<file path="src/rtl/div_pkg.sv">
// Shared types and sizing helpers for the sequential divider.
// Imported by seq_div.
package div_pkg;

    typedef enum logic [1:0] {
        IDLE,
        RUN,
        DONE
    } div_state_t;

    localparam int DIV_WIDTH = 32;
    localparam int DIV_CNT_W = $clog2(DIV_WIDTH);

    // Iteration counter width for a given operand width (never below 1 bit).
    function automatic int cnt_width(input int w);
        return (w < 2) ? 1 : $clog2(w);
    endfunction

endpackage

</file>
<file path="src/rtl/add_sub.sv">
// Datapath adder/subtractor: result = a + b, or a - b when sign is set.
// Reused by the divider for its trial subtraction.
module add_sub #(
    parameter int WIDTH = 32
) (
    input  logic [WIDTH-1:0] a,
    input  logic [WIDTH-1:0] b,
    input  logic             sign,
    output logic [WIDTH-1:0] result
);

    // Subtraction as a + ~b + 1 so one adder serves both operations.
    always_comb begin
        result = a + (sign ? ~b : b) + {{(WIDTH-1){1'b0}}, sign};
    end

endmodule

</file>
<file path="src/rtl/seq_div.sv">
// Unsigned restoring divider, one quotient bit per cycle.
// Valid/ready on both the operand and result sides.
module seq_div
    import div_pkg::*;
#(
    parameter int WIDTH = DIV_WIDTH
) (
    input  logic             clk,
    input  logic             rst,
    input  logic             in_valid,
    output logic             in_ready,
    input  logic [WIDTH-1:0] dividend,
    input  logic [WIDTH-1:0] divisor,
    output logic             out_valid,
    input  logic             out_ready,
    output logic [WIDTH-1:0] quotient,
    output logic [WIDTH-1:0] remainder,
    output logic             div_by_zero
);

    localparam int CW = cnt_width(WIDTH);
    localparam logic [CW-1:0] LAST_CNT = CW'(WIDTH - 1);

    div_state_t state;
    div_state_t state_next;

    logic [WIDTH-1:0] divisor_q;
    logic [WIDTH-1:0] shift_q;
    // Partial remainder: the WIDTH+1-bit working value always has a zero
    // top bit after each step (it is < divisor), so only the low bits persist.
    logic [WIDTH-1:0] prem_q;
    logic [CW-1:0]    cnt_q;

    logic [WIDTH-1:0] quot_q;
    logic [WIDTH-1:0] rem_q;
    logic             dbz_q;

    logic [WIDTH:0]   shifted;
    logic [WIDTH:0]   trial;
    logic [WIDTH:0]   prem_next;
    logic             qbit;
    logic             last;

    assign shifted = {prem_q, shift_q[WIDTH-1]};

    add_sub #(
        .WIDTH(WIDTH + 1)
    ) u_sub (
        .a      (shifted),
        .b      ({1'b0, divisor_q}),
        .sign   (1'b1),
        .result (trial)
    );

    assign qbit      = ~trial[WIDTH];
    assign prem_next = qbit ? trial : shifted;
    assign last      = (cnt_q == LAST_CNT);

    assign in_ready    = (state == IDLE);
    assign out_valid   = (state == DONE);
    assign quotient    = quot_q;
    assign remainder   = rem_q;
    assign div_by_zero = dbz_q;

    // State register.
    always_ff @(posedge clk) begin
        if (rst) begin
            state <= IDLE;
        end else begin
            state <= state_next;
        end
    end

    // Next-state logic: accept, iterate WIDTH times, hold until handoff.
    always_comb begin
        state_next = state;
        unique case (state)
            IDLE: begin
                if (in_valid) begin
                    state_next = (divisor == '0) ? DONE : RUN;
                end
            end
            RUN: begin
                if (last) begin
                    state_next = DONE;
                end
            end
            DONE: begin
                if (out_ready) begin
                    state_next = IDLE;
                end
            end
            default: state_next = IDLE;
        endcase
    end

    // Operand capture, shift/subtract iteration and result registers.
    always_ff @(posedge clk) begin
        if (rst) begin
            divisor_q <= '0;
            shift_q   <= '0;
            prem_q    <= '0;
            cnt_q     <= '0;
            quot_q    <= '0;
            rem_q     <= '0;
            dbz_q     <= 1'b0;
        end else begin
            unique case (state)
                IDLE: begin
                    if (in_valid) begin
                        divisor_q <= divisor;
                        shift_q   <= dividend;
                        prem_q    <= '0;
                        cnt_q     <= '0;
                        // Divide by zero short-circuits straight to a result.
                        if (divisor == '0) begin
                            quot_q <= '1;
                            rem_q  <= dividend;
                            dbz_q  <= 1'b1;
                        end
                    end
                end
                RUN: begin
                    shift_q <= {shift_q[WIDTH-2:0], qbit};
                    prem_q  <= prem_next[WIDTH-1:0];
                    cnt_q   <= cnt_q + 1'b1;
                    if (last) begin
                        quot_q <= {shift_q[WIDTH-2:0], qbit};
                        rem_q  <= prem_next[WIDTH-1:0];
                        dbz_q  <= 1'b0;
                    end
                end
                default: begin
                end
            endcase
        end
    end

endmodule

</file>
<file path="config.mk">
export PLATFORM = sky130hd
export DESIGN_NAME = seq_div
export DESIGN_NICKNAME = d
export VERILOG_FILES = /design/src/rtl/div_pkg.sv /design/src/rtl/add_sub.sv /design/src/rtl/seq_div.sv
export SDC_FILE = /design/constraint.sdc
export NUM_CORES = 1
export LEC_CHECK = 0
export ABC_AREA = 1
export BUFFER_PORTS_ARGS = -buffer_cell sky130_fd_sc_hd__buf_2
export CORE_UTILIZATION = 45
export DETAILED_ROUTE_END_ITERATION = 10
export GPL_TIMING_DRIVEN = 0
export PLACE_DENSITY_LB_ADDON = 0.08
export SETUP_SLACK_MARGIN = 0.1
export SYNTH_ARGS = -nofsm -noshare
export SYNTH_HDL_FRONTEND = slang
export SYNTH_SLANG_ARGS = --single-unit
</file>
<file path="constraint.sdc">
create_clock -name clk -period 2.2 [get_ports clk]
set_input_delay 0.44 -clock clk [delete_from_list [all_inputs] [get_ports clk]]
set_output_delay 0.44 -clock clk [all_outputs]
set_load 0.02 [all_outputs]
</file>
==> impl_metrics.csv <==
group,metric,value,unit
run_status,status,"complete, but fails checks",
run_status,violations,"design-rule violations, negative setup slack",
grt,gr-usage-all-layers,0.276,
logic_synthesis,synth_top_area_frac,0.331,
clock_tree,cts.clk_slew.worst_paths,70,ps
clock_tree,clock_path_buffers,2,
critical_path,path_cells,"inv_2, ha_4, fa_2, inv_2, nand2_1, nand2_1, nand3_1, nand2_2, nand2_2, nand2_2, nand2_4, nand2_4, nand2_4, nand2_4, buf_12, buf_12, nand3_2, nand3_1, nand2_1, inv_1",
sta,rsz0062_at_grt,"true",
floorplanning,rows,54,
logic_synthesis,synth.ff_latch_count,168,
critical_path,critPathBufInv,5,
logic_synthesis,synth_nets,1689,
placed_design,gp_congestion,0.896,
critical_path,crit_arrival,2800,ps
route,viasPerCell,5.06,
logic_synthesis,yosys_warnings,0,
pwr,power.switching,3.30,mW
floorplanning,die-area,23200,um^2
logic_synthesis,synth.area.top_cells,"dfxtp_1, nand2_1, inv_1",
floorplanning,pin_count,135,
hold_path,min_path_type,"in -> reg",
clock_tree,clk_latency,440,ps
sta,slew_headroom,0.589,
route,drt.antenna.violating_nets,0,
grt,grt_pass1_wl,50100,um
critical_path,rr_startpoint,"shift_q[31]$_SDFFE_PP0P_",
placed_design,hpwl,25100,um
final_layout,mostFrequentLayoutCell,"nand2_1",
floorplanning,start_util,0.462,
placed_design,portBuffers,133,
clock_tree,numCtsBuffers,17,
critical_path,critPathLaunchType,"flop",
logic_synthesis,avgSynthCellArea,6.40,um^2
critical_path,cpPeakStageDelay,380,ps
critical_path,crit_family,"simple AND/OR/NAND/NOR gates",
logic_synthesis,synth_cells,1586,
placed_design,pre_cts_ws,-450,ps
clock_tree,hold_buffers,0,
pwr,p_per_area,704,nW/um^2
critical_path,r2r_cells,20,
logic_synthesis,ys_async_sr_fraction,0,
sta,finalHoldViolations,0,
route,wl,32700,um
pwr,clock_power_share,0.346,
final_layout,fin_nets,1860,
pwr,p_comb_frac,0.267,
logic_synthesis,synth-main-ff-cell,"dfxtp_1",
grt,grt_max_degree,20,
logic_synthesis,synth_edf_count,0,
clock_tree,htreeDepth,4,
sta,slew_viol_final,0,
logic_synthesis,synth.yosys.seq_area_share,0.331,
job,cap_violations,0,
route,drc,2,
sta,period_minus_slack,2410,ps
pwr,p_seq_frac,0.387,
critical_path,path_max_fanout,5,
critical_path,timing.reg2reg.setup_slack,-210,ps
logic_synthesis,synth_area,10200,um^2
sta,min_period_over_period,1.10,
final_layout,drive_gt1_frac,0.223,
floorplanning,die_h,152,um
sta,fmax,415,MHz
sta,fin_setup_tns,-11520,ps
critical_path,endpoint,"remainder[23]$_SDFFE_PP0P_",
clock_tree,tritoncts,"built",
route,wire_per_inst,15.9,um
final_layout,syn_to_final_growth,24.7,%
pwr,p_sw_frac,0.371,
sta,setup_viol,66,
final_layout,diodes,0,
final_layout,postLayoutCellArea,12700,um^2
route,drt-initial-drc-count,721,
placed_design,placed_area,11200,um^2
clock_tree,clock-root-buffer,"clkbuf_16",
route,drt_first_pass_iters,8,
grt,grt_antenna_before_repair,0,
logic_synthesis,ys_types,42,
critical_path,crit_path_end_kind,"flop",
floorplanning,die_w,152,um
critical_path,worst_ep_required_time,2590,ps
sta,skew,9.70,ps
sta,worst_slack,-213,ps
pwr,vdd_drop_max,0.497,mV
critical_path,path_class,"reg -> reg",
grt,grt_pass1_vias,9676,
final_layout,final_cell_mix,"nand2_1, inv_1, nor2_1, dfxtp_1, buf_2",
pwr,p_leak,6.77,nW
critical_path,cp_slowest_cell,"dfxtp_4",
sta,hold_slack,281,ps
logic_synthesis,yosysTopAreaCell,"dfxtp_1",
sta,worst_slew_pin_slew,616,ps
critical_path,cpMostUsedCell,"nand2_4",
route,dr_total_vias,10400,
clock_tree,cts.sinks,168,
grt,overflow,0,
critical_path,reg2reg_to,"remainder[23]$_SDFFE_PP0P_",
pwr,intPower,5.61,mW
critical_path,crit_start,"shift_q[31]$_SDFFE_PP0P_",
final_layout,final_core_util,0.577,
critical_path,path_depth,20,
floorplanning,core_area,22000,um^2
worst min-delay path by stage:
stage	cells after the start	startpoint	endpoint	slack [ps]
floorplan	2	divisor_q[26]$_SDFFE_PP0P_	divisor_q[26]$_SDFFE_PP0P_	430
global placement	2	cnt_q[4]$_SDFFE_PP0P_	cnt_q[4]$_SDFFE_PP0P_	450
detailed placement	2	divisor_q[27]$_SDFFE_PP0P_	divisor_q[27]$_SDFFE_PP0P_	460
CTS	4	out_ready	state[1]$_SDFFE_PP0P_	270
global route	4	out_ready	state[1]$_SDFFE_PP0P_	280
finish	4	out_ready	state[1]$_SDFFE_PP0P_	280
final cells by class:
cell class | count | area [um^2]
Buffer | 68 | 428
Fill cell | 2230 | 9300
Inverter | 288 | 1080
Tap cell | 280 | 350
Clock buffer | 17 | 425
Sequential cell | 168 | 3380
Clock inverter | 15 | 180
Timing Repair Buffer | 152 | 937
Multi-Input combinational cell | 1062 | 5880
per-stage QoR:
step           power, mW  cells
2_1_floorplan       5.00   1586
3_3_place_gp        5.65   1999
3_5_place_dp        5.67   1999
4_1_cts             8.84   2043
5_1_grt             9.33   2050
6_report            8.91   2050
kinds of logic after synthesis:
logic type                 Yosys count  share of synthesized area
xor gates and xnor gates            15                     0.0129
adders and majority gates           35                     0.0439
DFF                                168                      0.331
AOI/OAI and AO/OA                  192                      0.105
buffers and inverters              356                      0.146
and+or+nand+nor                    820                      0.361
cells in the mapped netlist, types with 2 or more instances:
| cell type | n |
|---|---|
| buf_6 | 3 |
| or2_1 | 2 |
| nor2_1 | 180 |
| inv_2 | 9 |
| ha_1 | 34 |
| clkbuf_1 | 37 |
| nor4_1 | 5 |
| nor2_4 | 2 |
| o21ai_1 | 15 |
| nand2_1 | 431 |
| nor2_2 | 5 |
| a21oi_1 | 53 |
| nand4_1 | 11 |
| inv_1 | 279 |
| buf_4 | 8 |
| o21ai_0 | 51 |
| a31oi_1 | 33 |
| nand3_2 | 49 |
| buf_8 | 2 |
| buf_12 | 3 |
| nand2_4 | 2 |
| buf_2 | 15 |
| nor3_1 | 6 |
| dfxtp_1 | 168 |
| nand2_2 | 9 |
| a21o_1 | 2 |
| xor2_1 | 14 |
| o22ai_1 | 30 |
| nand3_1 | 110 |
| and2_1 | 6 |
worst reg2reg max path: cells and delay by family (launching register included):
family,cells,cell delay [ps]
flip-flops,1,380
adder cells (fa/ha/maj),2,500
AND/OR/NAND/NOR,13,1050
buffers and inverters,5,420
power by group through the flow:
stage          combinational, mW  clock (mW)  sequential (mW)
2_1_floorplan               1.39           0             3.61
3_3_place_gp                2.14           0             3.51
3_5_place_dp                2.16           0             3.51
4_1_cts                     2.28        3.12             3.44
5_1_grt                     2.61        3.24             3.48
6_report                    2.38        3.09             3.45
flip-flops by register name, indices dropped and copies added, names as in the netlist:
| signal | cells |
|---|---|
| divisor_q | 32 |
| shift_q | 32 |
| prem_q | 32 |
| remainder | 32 |
| cnt_q | 5 |
| quotient | 32 |
| state | 2 |
| div_by_zero | 1 |
per-layer routing:
metal  up-vias  track usage  routed length, um
met2       261        0.460              15200
met3        45       0.0398               1520
met5         -            0                  0
met4         0       0.0811                818
met1      4776        0.369              15200
li1       5299            -                  -
timing repair:
| item | in CTS | in global routing |
|---|---|---|
| cloned | 3 | 3 |
| buffers inserted | 9 | 4 |
| setup endpoints to repair | 128 | 126 |
| resized for setup | 69 | 66 |
| pin swaps | 9 | 12 |
(Power assumes the default switching activity.)
